`config.mk`:
```
export PLATFORM = sky130hd
export DESIGN_NAME = vsm_out_register_flat
export DESIGN_NICKNAME = d
export VERILOG_FILES = /design/src/rtl/vsm_pkg.sv /design/src/rtl/vsm_out_register_if.sv /design/src/rtl/vsm_out_fifo_mem.sv /design/src/rtl/vsm_out_register.sv /design/src/flat_wrapper.sv
export SDC_FILE = /design/constraint.sdc
export NUM_CORES = 1
export LEC_CHECK = 0
export ABC_AREA = 1
export BUFFER_PORTS_ARGS = -buffer_cell sky130_fd_sc_hd__buf_2
export CELL_PAD_IN_SITES_DETAIL_PLACEMENT = 2
export CELL_PAD_IN_SITES_GLOBAL_PLACEMENT = 2
export CORE_ASPECT_RATIO = 1.5
export CORE_MARGIN = 1
export CORE_UTILIZATION = 29
export CTS_BUF_LIST = sky130_fd_sc_hd__clkbuf_2 sky130_fd_sc_hd__clkbuf_4 sky130_fd_sc_hd__clkbuf_8
export CTS_CLUSTER_SIZE = 20
export DETAILED_ROUTE_END_ITERATION = 8
export PLACE_DENSITY = 0.87
export SYNTH_ARGS = -nofsm -noshare
export SYNTH_HDL_FRONTEND = slang
export SYNTH_HIERARCHICAL = 1
export SYNTH_SLANG_ARGS = --single-unit
export TNS_END_PERCENT = 10
```
`constraint.sdc`:
```
create_clock -name clk -period 1.4 [get_ports clk]
set_input_delay 0.42 -clock clk [delete_from_list [all_inputs] [get_ports clk]]
set_output_delay 0.42 -clock clk [all_outputs]
set_load 0.02 [all_outputs]
```
`src/rtl/vsm_pkg.sv`:
```
//------------------------------------------------------------------------------
// Module : vsm_pkg
// Purpose: Types and constants shared by the 4-bit VSM port registers.
//          - VSM_WIDTH      : native data width of the VSM internal bus
//          - vsm_word_t     : one bus word
//          - vsm_out_state_e: occupancy state of the output register FIFO
//          - out_state_of   : maps a FIFO occupancy count onto that state
// Rev    : 1.0  initial release
//------------------------------------------------------------------------------
`default_nettype none

package vsm_pkg;

  localparam int VSM_WIDTH = 4;

  typedef logic [VSM_WIDTH-1:0] vsm_word_t;

  typedef enum logic [1:0] {
    OUT_EMPTY = 2'd0,
    OUT_HOLD  = 2'd1,
    OUT_FULL  = 2'd2
  } vsm_out_state_e;

  // The output register keeps no separate state register; its state is a
  // pure function of how many entries are queued.
  function automatic vsm_out_state_e out_state_of(input int count, input int depth);
    if (count == 0)
      return OUT_EMPTY;
    else if (count >= depth)
      return OUT_FULL;
    else
      return OUT_HOLD;
  endfunction

endpackage

`default_nettype wire

```
`src/rtl/vsm_out_register_if.sv`:
```
//------------------------------------------------------------------------------
// Module : vsm_out_if
// Purpose: Bundle between the control unit / external consumer and the VSM
//          output register.
//   ib        : internal data bus word to be written
//   load_out  : control-unit write strobe
//   out_full  : FIFO full, control unit must stall OUT
//   data_out  : head-of-FIFO word for the consumer
//   out_valid : data_out holds valid data
//   out_ack   : consumer accepts data_out
//   overflow  : sticky flag, a write was dropped
//   clear_ovf : clears overflow
// Modports: master = control unit + consumer side, slave = output register.
// Rev    : 1.0  initial release
//------------------------------------------------------------------------------
`default_nettype none

interface vsm_out_if
  import vsm_pkg::*;
#(
  parameter int WIDTH = VSM_WIDTH
);

  logic [WIDTH-1:0] ib;
  logic             load_out;
  logic             out_full;
  logic [WIDTH-1:0] data_out;
  logic             out_valid;
  logic             out_ack;
  logic             overflow;
  logic             clear_ovf;

  modport master (
    output ib, load_out, out_ack, clear_ovf,
    input  out_full, data_out, out_valid, overflow
  );

  modport slave (
    input  ib, load_out, out_ack, clear_ovf,
    output out_full, data_out, out_valid, overflow
  );

endinterface

`default_nettype wire

```
`src/rtl/vsm_out_fifo_mem.sv`:
```
//------------------------------------------------------------------------------
// Module : vsm_out_fifo_mem
// Purpose: DEPTH x WIDTH storage array of the output register FIFO.
//   clk   : rising-edge clock
//   we    : write enable
//   waddr : write pointer
//   wdata : word to store
//   raddr : read pointer
//   rdata : word at raddr (asynchronous read)
// The array is deliberately not reset: the top level never presents an
// entry that was not written after the last reset.
// Rev    : 1.0  initial release
//------------------------------------------------------------------------------
`default_nettype none

module vsm_out_fifo_mem #(
  parameter int WIDTH = 4,
  parameter int DEPTH = 2,
  parameter int AW    = $clog2(DEPTH)
) (
  input  wire logic             clk,
  input  wire logic             we,
  input  wire logic [AW-1:0]    waddr,
  input  wire logic [WIDTH-1:0] wdata,
  input  wire logic [AW-1:0]    raddr,
  output logic      [WIDTH-1:0] rdata
);

  logic [WIDTH-1:0] r_mem [DEPTH];

  always_ff @(posedge clk) begin
    if (we)
      r_mem[waddr] <= wdata;
  end

  assign rdata = r_mem[raddr];

endmodule

`default_nettype wire

```
`src/rtl/vsm_out_register.sv`:
```
//------------------------------------------------------------------------------
// Module : vsm_out_register
// Purpose: VSM output port register. Captures the internal bus when the
//          control unit strobes load_out and queues it in a DEPTH-entry FIFO
//          presented to an external consumer via a valid/ack handshake.
//   clk : rising-edge clock
//   rst : synchronous active-high reset, discards all queued entries
//   bus : vsm_out_if.slave (ib, load_out, out_ack, clear_ovf in;
//         out_full, data_out, out_valid, overflow out)
// Rev    : 1.0  initial release
//------------------------------------------------------------------------------
`default_nettype none

module vsm_out_register
  import vsm_pkg::*;
#(
  parameter int WIDTH = VSM_WIDTH,
  parameter int DEPTH = 2
) (
  input  wire logic   clk,
  input  wire logic   rst,
  vsm_out_if.slave    bus
);

  localparam int              AW      = $clog2(DEPTH);
  localparam int              CW      = AW + 1;
  localparam logic [CW-1:0]   C_DEPTH = CW'(DEPTH);

  logic [CW-1:0]    r_count;
  logic [CW-1:0]    w_count_next;
  logic [AW-1:0]    r_rd_ptr;
  logic [AW-1:0]    r_wr_ptr;
  logic [WIDTH-1:0] r_last;
  logic [WIDTH-1:0] w_head;
  logic             r_valid;
  logic             r_full;
  logic             r_overflow;
  logic             w_pop;
  logic             w_push;
  logic             w_drop;
  vsm_out_state_e   w_state;

  assign w_state = out_state_of(int'(r_count), DEPTH);

  // A pop needs a queued entry; an ack against an empty FIFO is ignored.
  assign w_pop = (r_count != '0) && bus.out_ack;

  always_comb begin
    w_push = 1'b0;
    w_drop = 1'b0;
    case (w_state)
      OUT_EMPTY,
      OUT_HOLD: w_push = bus.load_out;
      // When full, a write is accepted only into the slot freed by a
      // simultaneous pop; otherwise it is lost and flagged.
      OUT_FULL: begin
        w_push = bus.load_out && w_pop;
        w_drop = bus.load_out && !w_pop;
      end
      default: ;
    endcase
  end

  always_comb begin
    w_count_next = r_count;
    if (w_push && !w_pop)
      w_count_next = r_count + 1'b1;
    else if (w_pop && !w_push)
      w_count_next = r_count - 1'b1;
  end

  always_ff @(posedge clk) begin
    if (rst) begin
      r_count    <= '0;
      r_rd_ptr   <= '0;
      r_wr_ptr   <= '0;
      r_last     <= '0;
      r_valid    <= 1'b0;
      r_full     <= 1'b0;
      r_overflow <= 1'b0;
    end else begin
      r_count <= w_count_next;
      r_valid <= (w_count_next != '0);
      r_full  <= (w_count_next == C_DEPTH);
      // DEPTH is a power of two, so the pointers wrap by natural rollover.
      if (w_push)
        r_wr_ptr <= r_wr_ptr + 1'b1;
      if (w_pop) begin
        r_rd_ptr <= r_rd_ptr + 1'b1;
        r_last   <= w_head;
      end
      // A drop in the same cycle as a clear keeps the flag set.
      if (w_drop)
        r_overflow <= 1'b1;
      else if (bus.clear_ovf)
        r_overflow <= 1'b0;
    end
  end

  vsm_out_fifo_mem #(
    .WIDTH (WIDTH),
    .DEPTH (DEPTH)
  ) u_mem (
    .clk   (clk),
    .we    (w_push),
    .waddr (r_wr_ptr),
    .wdata (bus.ib),
    .raddr (r_rd_ptr),
    .rdata (w_head)
  );

  // With nothing queued the consumer keeps seeing the last word it took.
  assign bus.data_out  = r_valid ? w_head : r_last;
  assign bus.out_valid = r_valid;
  assign bus.out_full  = r_full;
  assign bus.overflow  = r_overflow;

endmodule

`default_nettype wire

```
`src/flat_wrapper.sv`:
```
// flat-port wrapper written by rule: the top's interface ports become plain ports
module vsm_out_register_flat import vsm_pkg::*;
#(
  parameter int WIDTH = VSM_WIDTH,
  parameter int DEPTH = 2
)
  (clk, rst, bus_ib, bus_load_out, bus_out_ack, bus_clear_ovf, bus_out_full, bus_data_out, bus_out_valid, bus_overflow);
  vsm_out_if #(.WIDTH(WIDTH)) bus_i ();
  input  wire logic clk;
  input  wire logic rst;
  input wire logic [$bits(bus_i.ib)-1:0] bus_ib;
  input wire logic [$bits(bus_i.load_out)-1:0] bus_load_out;
  input wire logic [$bits(bus_i.out_ack)-1:0] bus_out_ack;
  input wire logic [$bits(bus_i.clear_ovf)-1:0] bus_clear_ovf;
  output wire logic [$bits(bus_i.out_full)-1:0] bus_out_full;
  output wire logic [$bits(bus_i.data_out)-1:0] bus_data_out;
  output wire logic [$bits(bus_i.out_valid)-1:0] bus_out_valid;
  output wire logic [$bits(bus_i.overflow)-1:0] bus_overflow;
  assign bus_i.ib = bus_ib;
  assign bus_i.load_out = bus_load_out;
  assign bus_i.out_ack = bus_out_ack;
  assign bus_i.clear_ovf = bus_clear_ovf;
  assign bus_out_full = bus_i.out_full;
  assign bus_data_out = bus_i.data_out;
  assign bus_out_valid = bus_i.out_valid;
  assign bus_overflow = bus_i.overflow;
  vsm_out_register #(.WIDTH(WIDTH), .DEPTH(DEPTH)) u_core (.clk(clk), .rst(rst), .bus(bus_i));
endmodule
```
# [Yosys cells after proc, flatten, opt, wreduce, memory -nomap -nowiden]
# Memories as Yosys holds them, arrays and structs flattened. A register that Yosys moved wholly into a read port is not among the register bits.
# Cells that the tools add are included.
[totals] ff_bits=11 mem_bits_rw=8 input_bits=9 out_inout_bits=7 elab_cells=42 memories=1
[op_classes] n_addsub=4 order_cmp=1 eq_ne=3 n_mux=13 reduce_logical=13
[memory_table] name="u_core.u_mem.r_mem" words=2 width=4 read_ports=1 rd_ports_with_merged_regs=1 wr=1 line_no="vsm_out_fifo_mem.sv:29" rtl="logic [WIDTH-1:0] r_mem [DEPTH];"
[ops] op="2-to-1 mux 2 bit" n=4
[ops] op="2-to-1 mux 1 bit" n=7
[ops] op="nonzero test 2 bit" n=3
[ops] op="logical AND 1 bit" n=5
[ops] op="equality test 2 bit, second input constant" n=2
[ops] op="logical NOT 2 bit" n=2
[ops] op="2-to-1 mux 4 bit" n=1
[ops] op="adder 1 bit, second input constant" n=2
[ops] op="adder 2 x 1 -> 2 bit, second input constant" n=1
[ops] op="equality test 2 x 1 -> 1 bit, second input constant" n=1
[ops] op=">= comparator 2 bit, second input constant" n=1
[ops] op="logical NOT 1 bit" n=2
[ops] op="case mux 1 bit (2 select lines)" n=1
[ops] op="OR reduction 2 bit" n=1
[ops] op="subtractor 2 x 1 -> 2 bit, second input constant" n=1

# [Longest topological paths before layout]
# Gate-level depths: netlist of run 1.
[logic_depth] depth_word=11 mapped_depth=10 mapped_depth_nobuf=10

# [Hierarchy]
# The synthesis of run 1 kept the hierarchy.
[by_module_without_submodules] module="vsm_out_register" instances=1 cells_each=77 area_per_inst_um2=549.3 seq_area_each_um2=220.2
[by_module_without_submodules] module="vsm_out_fifo_mem" instances=1 cells_each=25 area_per_inst_um2=304.0 seq_area_each_um2=240.2

# [Worst setup path before layout of run 1]
# No wires, ideal clock.
[synth_timing] path_type="reg-to-reg" from="register u_core.r_count[1]" to="memory u_core.u_mem.r_mem[0][0], enable pin" setup_time_ns=0.329 t_arrival_ns=1.230 t_required_ns=1.071 setup_slack_ns=-0.159 stages_incl_launch_ff=8 n_path_buf=0 period_less_slack_ns=1.559 path_cell_list="dfxtp_1 inv_1 ha_1 inv_2 nand2_4 a21oi_2 inv_1 nor2_1"
[synth_between] elab_chain_len=8 elab_cells_between_ends=14 classes_between="1 x order compare; 2 x eq/ne; 5 x mux; 6 x reduce/logical"
[synth_lines] item="start: declaration" line_no="vsm_out_register.sv:29" rtl="logic [CW-1:0] r_count;"
[synth_lines] item="start signal: assignment" line_no="vsm_out_register.sv:82" rtl="r_count <= w_count_next;"
[synth_lines] item=">= comparator 2 bit" line_no="vsm_pkg.sv:29" rtl="else if (count >= depth)"
[synth_lines] item="2-to-1 mux 2 bit" line_no="vsm_pkg.sv:29"
[synth_lines] item="2-to-1 mux 2 bit" line_no="vsm_pkg.sv:27" rtl="if (count == 0)"
[synth_lines] item="equality test 2 x 1 -> 1 bit or logical NOT 2 bit (tied branches)" line_no="vsm_out_register.sv:51" rtl="case (w_state)"
[synth_lines] item="OR reduction 2 bit" line_no="vsm_out_register.sv:51"
[synth_lines] item="case mux 1 bit (2 select lines) *" line_no="vsm_out_register.sv:51"
[synth_lines] item="via u_core.w_push" line_no="vsm_out_register.sv:39" rtl="logic w_push;"
[synth_lines] item="2-to-1 mux 1 bit *" line_no="vsm_out_fifo_mem.sv:32" rtl="if (we)"
[synth_lines] item="2-to-1 mux 1 bit (implied by the code) *" line_no="vsm_out_fifo_mem.sv:33" rtl="r_mem[waddr] <= wdata;"
[synth_lines] item="end: declaration" line_no="vsm_out_fifo_mem.sv:29"
# Mark *: on every way through the listed nets, which the timed path passes. The rest lies on a longest branch.

==> results of run 1 <==
state kept, by name (all words and copies together), names as in the netlist:
register / cells
u_core/r_last: 4
u_core/bus.overflow: 1
u_core/u_mem/r_mem: 8
u_core/bus.out_full: 1
u_core/bus.out_valid: 1
u_core/r_count: 2
u_core/r_wr_ptr: 1
u_core/r_rd_ptr: 1
how the worst max path moves through the flow:
stage / cells after the start / end / slack [ps]
3_3_place_gp: 7 / u_core/u_mem/r_mem[0][1] / 20
5_1_grt: 6 / bus_data_out[1] / -220
4_1_cts: 6 / bus_data_out[3] / -150
2_1_floorplan: 7 / u_core/u_mem/r_mem[0][0] / 20
6_report: 6 / bus_data_out[1] / -160
3_5_place_dp: 7 / u_core/u_mem/r_mem[1][3] / -170
synth_stat cells, drive strengths merged:
cell | number | area [um2]
nor2 | 8 | 35.0
dfxtp | 11 | 220
edfxtp | 8 | 240
xor2 | 1 | 8.76
a21oi | 6 | 33.8
o21ai | 9 | 48.8
nand2 | 32 | 133
ha | 2 | 25.0
nand3 | 5 | 25.0
inv | 17 | 63.8
buf | 1 | 7.51
nand4 | 2 | 12.5
metal layers:
layer	vias up	track usage, %	share of wire [%]
li1	390	-	-
met1	391	15.4	33
met2	13	43.7	64
met3	4	2.64	1.8
met4	0	7.72	1.3
met5	-	0	0
critical path, delay by kind of cell (launching register included):
family | cells | cell delay [ps]
DFF | 1 | 370
and+or+nand+nor | 3 | 180
AOI/OAI and AO/OA | 1 | 100
buffers and inverters | 2 | 240
logic make-up after synthesis:
group	Yosys count	synth area share, %
adder cells (fa/ha/maj)	2	2.93
AO/OA/AOI/OAI	15	9.68
XOR/XNOR	1	1.03
flip-flops	19	54.0
AND/OR/NAND/NOR	47	24.0
buffers and inverters	18	8.36
power groups by stage:
stage / clock, mW / sequential (mW) / combinational (mW)
floorplan: 0 / 0.710 / 0.278
global placement: 0 / 0.699 / 0.435
detailed placement: 0 / 0.706 / 0.477
CTS: 0.412 / 0.698 / 0.570
global route: 0.435 / 0.731 / 0.794
finish: 0.400 / 0.721 / 0.742
layout make-up:
type	count	area share (%)
tap	37	3.48
multi-input combinational	65	34.9
clock buffer	4	3.67
sequential	19	35.3
inverter	17	5.73
timing repair buffer	30	16.9
what timing repair did:
item,4_1_cts,5_1_grt
gates resized for setup,19,44
hold buffers,0,0
endpoints found under the hold margin,0,0
endpoints found under the setup margin,20,24
pin swaps,6,14
buffers inserted,6,3
stage by stage:
step	utilization, %	hold WS (ps)	TNS, ps	power [mW]	area, um2
finish	48.7	360	-578	1.86	1330
global route	48.7	353	-1320	1.96	1330
CTS	42.8	353	-1770	1.68	1170
detailed placement	38.2	454	-1690	1.18	1040
global placement	38.2	433	0	1.13	1040
floorplan	-	424	0	0.988	872
==> flow_summary.json, run 1 <==
{
  "reg2reg_from": "u_core/u_mem/r_mem[0][2]",
  "yosysUniqueCellTypes": 18,
  "comb_power_share_pct": 39.8,
  "tightestPinTransition_ps": 355,
  "grt_overflow": 0,
  "critPathLaunchType": "flip-flop",
  "core_um2": 2730,
  "cp-end-kind": "primary output",
  "nNetsFinal": 147,
  "min_to": "u_core/u_mem/r_mem[1][1]",
  "finalCritPeriodShare_pct": 111,
  "cts_max_level": 1,
  "crit_arrival_ps": 1140,
  "r2r-end": "u_core/r_last[2]",
  "nFillCells": 284,
  "die_area_um2": 3170,
  "area_delta_synth_final_pct": 56.0,
  "dpl.hpwl_mm": 2.07,
  "synthCells": 102,
  "cts_root_buf": "clkbuf_8",
  "slew_violations": 0,
  "antenna_cells": 0,
  "min_delay_path_depth": 1,
  "place_inst": 159,
  "syn_avg_cell_area_um2": 8.37,
  "yosysWarnings": 6,
  "numCtsBuffers": 3,
  "cts_tree": "done",
  "synth.cell_area_um2": 853,
  "clock_path_buffers": 2,
  "synth-seq-area-share_pct": 54.0,
  "hold_class": "primary input to flip-flop",
  "grt_pass1_vias": 862,
  "drive_above_1_share_pct": 61.5,
  "ys_ff_latch": 19,
  "critPathLaunch": "u_core/r_rd_ptr",
  "place_congestion": 0.791,
  "wl_mm": 2.97,
  "worstPathRequired_ps": 980,
  "status": "finished with violations",
  "final_cell_mix": "nand2_2, buf_4, nand2_1",
  "start_util_pct": 31.2,
  "grt_pass1_wl_mm": 4.13,
  "crit_type": "flip-flop to primary output",
  "clk_pin_slew_ps": 70,
  "p_leak_nw": 0.591,
  "failed_checks": "negative setup slack",
  "drt_iter0_markers": 4,
  "stdcell_count": 172,
  "drc": 0,
  "antenna_found_initial": 0,
  "portBuffers": 15,
  "setup_viol": 10,
  "grt_use_total_pct": 19.8,
  "fmax_ghz": 0.643,
  "min_from": "bus_ib[1]",
  "swShare_pct": 35.3,
  "fin_ws_ps": -155,
  "rsz0062_at_grt": "true",
  "cpPeakStageDelay_ps": 370,
  "pwr-share-seq_pct": 38.7,
  "cp_slowest_cell": "dfxtp_4",
  "ff_latch_area_um2": 470,
  "clock-sinks": 19,
  "slew_headroom_pct": 76.3,
  "multi_input_area_um2": 464,
  "drv_cap": 0,
  "clock_latency_ps": 250,
  "ff2ff_setup_slack_ps": -30,
  "skew_ps": 4.65,
  "ant_nets": 0,
  "placement.setup.worst_slack_ps": -166,
  "via_per_inst": 4.64,
  "worstPathCellList": "inv_4 > nand2_2 > nand2_2 > nand2_1 > o21ai_1 > buf_4",
  "p_clk_share_pct": 21.5,
  "ir_worst_vdd_mv": 0.602,
  "drtPass1Iterations": 2,
  "placementRows": 23,
  "vias": 798,
  "avgRoutedWirePerCell_um": 17.3,
  "layout_commonest_cell": "nand2_2",
  "hold_violations": 0,
  "worst_path_most_repeated_cell": "nand2_2",
  "synth_nets": 113,
  "rr_worst_depth": 9,
  "grt_max_degree": 11,
  "cp_max_fo": 6,
  "internal_power_mw": 1.21,
  "p_sw_mw": 0.658,
  "die_y_um": 68.4,
  "die_x_um": 46.3,
  "pwr_density_cell_nw_per_um2": 1400,
  "io_pins": 16,
  "min_period_ps": 1560
}
(Power assumes the default switching activity.)
==> inputs of run 2 (changes only) <==
--- a/config.mk
+++ b/config.mk
@@ -16,6 +16,7 @@
 export CTS_CLUSTER_SIZE = 20
 export DETAILED_ROUTE_END_ITERATION = 8
 export PLACE_DENSITY = 0.87
+export SKIP_CTS_REPAIR_TIMING = 1
 export SYNTH_ARGS = -nofsm -noshare
 export SYNTH_HDL_FRONTEND = slang
 export SYNTH_HIERARCHICAL = 1
==> flow_summary.json, run 2 (synthesis results as in run 1) <==
{
  "critPathLaunchType": "flip-flop",
  "drc": 0,
  "portBuffers": 15,
  "area_delta_synth_final_pct": 34.5,
  "nFillCells": 314,
  "clock_path_buffers": 2,
  "skew_ps": 4.77,
  "placementRows": 23,
  "drive_above_1_share_pct": 40.6,
  "grt_pass1_wl_mm": 3.89,
  "slew_violations": 0,
  "crit_arrival_ps": 1140,
  "pwr-share-seq_pct": 42.7,
  "path_buf_inv": 2,
  "wl_mm": 2.55,
  "p_sw_mw": 0.554,
  "wl_met2_mm": 1.66,
  "final_cell_mix": "nand2_1, inv_1, buf_2, buf_4",
  "cpPeakStageDelay_ps": 370,
  "die_area_um2": 3170,
  "via_per_inst": 4.64,
  "drt_iter0_markers": 1,
  "cp-end-kind": "primary output",
  "rr_worst_depth": 7,
  "die_y_um": 68.4,
  "p_leak_nw": 0.532,
  "ff2ff_setup_slack_ps": -110,
  "met1_length_um": 814,
  "failed_checks": "negative setup slack",
  "fin_ws_ps": -165,
  "min_from": "bus_ib[1]",
  "r2r-end": "u_core/u_mem/r_mem[0][2]",
  "hold_violations": 0,
  "worstPathCellList": "inv_4 > nand2_2 > nand2_2 > nand2_1 > o21ai_0 > buf_4",
  "setup_viol": 18,
  "largest_reg_flops": 8,
  "numCtsBuffers": 3,
  "finalCritPeriodShare_pct": 112,
  "ir_worst_vdd_mv": 0.538,
  "cts_root_buf": "clkbuf_8",
  "reg_top3": "u_core/u_mem/r_mem (8), u_core/r_last (4), u_core/r_count (2)",
  "ant_nets": 0,
  "worstPathRequired_ps": 980,
  "status": "finished with violations",
  "dr.max_layer_used": "met4",
  "antenna_found_initial": 0,
  "slew_headroom_pct": 82.2,
  "clock-sinks": 19,
  "cts_max_level": 1,
  "p_clk_share_pct": 24.5,
  "clock_latency_ps": 250,
  "drv_cap": 0,
  "placement.setup.worst_slack_ps": -166,
  "pwr_density_cell_nw_per_um2": 1430,
  "start_util_pct": 31.2,
  "avgRoutedWirePerCell_um": 15.5,
  "grt_overflow": 0,
  "min_delay_path_depth": 1,
  "place_congestion": 0.791,
  "drtPass1Iterations": 2,
  "comb_power_share_pct": 32.8,
  "min_to": "u_core/u_mem/r_mem[0][1]",
  "swShare_pct": 33.7,
  "fmax_ghz": 0.639,
  "internal_power_mw": 1.09,
  "tightestPinTransition_ps": 266,
  "grt_pass1_vias": 826,
  "critical_path.top_delay_family": "flip-flops",
  "vias": 766,
  "post-route-util_pct": 42.0,
  "cp_max_fo": 6,
  "regMostFlops": "u_core/u_mem/r_mem",
  "nNetsFinal": 140,
  "wl_met3_um": 48,
  "antenna_cells": 0,
  "core_um2": 2730,
  "hold_class": "primary input to flip-flop",
  "fin_area_um2": 1150,
  "die_x_um": 46.3,
  "reg2reg_from": "u_core/r_count[0]",
  "rsz0062_at_grt": "true",
  "grt_use_total_pct": 18.6,
  "layout_commonest_cell": "nand2_1",
  "worst_path_most_repeated_cell": "nand2_2",
  "min_period_ps": 1560,
  "cp_slowest_cell": "dfxtp_4",
  "crit_type": "flip-flop to primary output",
  "grt_max_degree": 11,
  "io_pins": 16,
  "place_area_um2": 1040,
  "clk_pin_slew_ps": 70,
  "dpl.hpwl_mm": 2.07,
  "cts_tree": "done"
}
==> run 2: cell count changes in the layout (fill, tap and decap cells not counted), sizes merged <==
| cell | change |
|---|---|
| buf | -7 |
==> run 2: power groups by stage <==
stage	combinational, mW	sequential [mW]	clock, mW
global route	0.591	0.708	0.436
floorplan	0.278	0.710	0
finish	0.539	0.700	0.402
global placement	0.435	0.699	0
CTS	0.481	0.694	0.412
detailed placement	0.477	0.706	0
==> run 2: worst reg2reg max path, stage by stage (launching register included) <==
cell	delay, ps
dfxtp_1	340
inv_1	80
ha_2	210
nor2_2	140
nor2_2	70
a21oi_4	140
inv_1	90
nor2_4	160
==> run 2: how the worst max path moves through the flow <==
stage,start,to,cells after the start
detailed placement,u_core/r_count[0],u_core/u_mem/r_mem[1][3],7
global route,u_core/r_rd_ptr,bus_data_out[3],6
CTS,u_core/r_rd_ptr,bus_data_out[0],6
finish,u_core/r_rd_ptr,bus_data_out[3],6
floorplan,u_core/r_count[0],u_core/u_mem/r_mem[0][0],7
global placement,u_core/r_count[0],u_core/u_mem/r_mem[0][1],7
==> run 2: cell type report <==
class / instances / area, um2 / share of cell area [%]
Sequential cell: 19 / 467 / 40.7
Clock buffer: 4 / 48.8 / 4.25
Inverter: 17 / 66.3 / 5.78
Multi-Input combinational cell: 65 / 362 / 31.5
Tap cell: 37 / 46.3 / 4.03
Timing Repair Buffer: 23 / 158 / 13.7
==> run 2: layer usage <==
layer / up-vias / global-route usage, %
met5: - / 0
met4: 0 / 7.72
met3: 2 / 2.64
met2: 11 / 40.3
met1: 377 / 14.7
li1: 376 / -
==> run 2: through the flow <==
step,setup TNS (ps),hold WS [ps],std cells,power [mW]
after floorplan,0,424,102,0.988
final,-1400,358,165,1.64
after CTS,-3110,353,163,1.59
after detailed placement,-1690,454,159,1.18
after global placement,0,433,159,1.13
after global routing,-2970,351,165,1.74
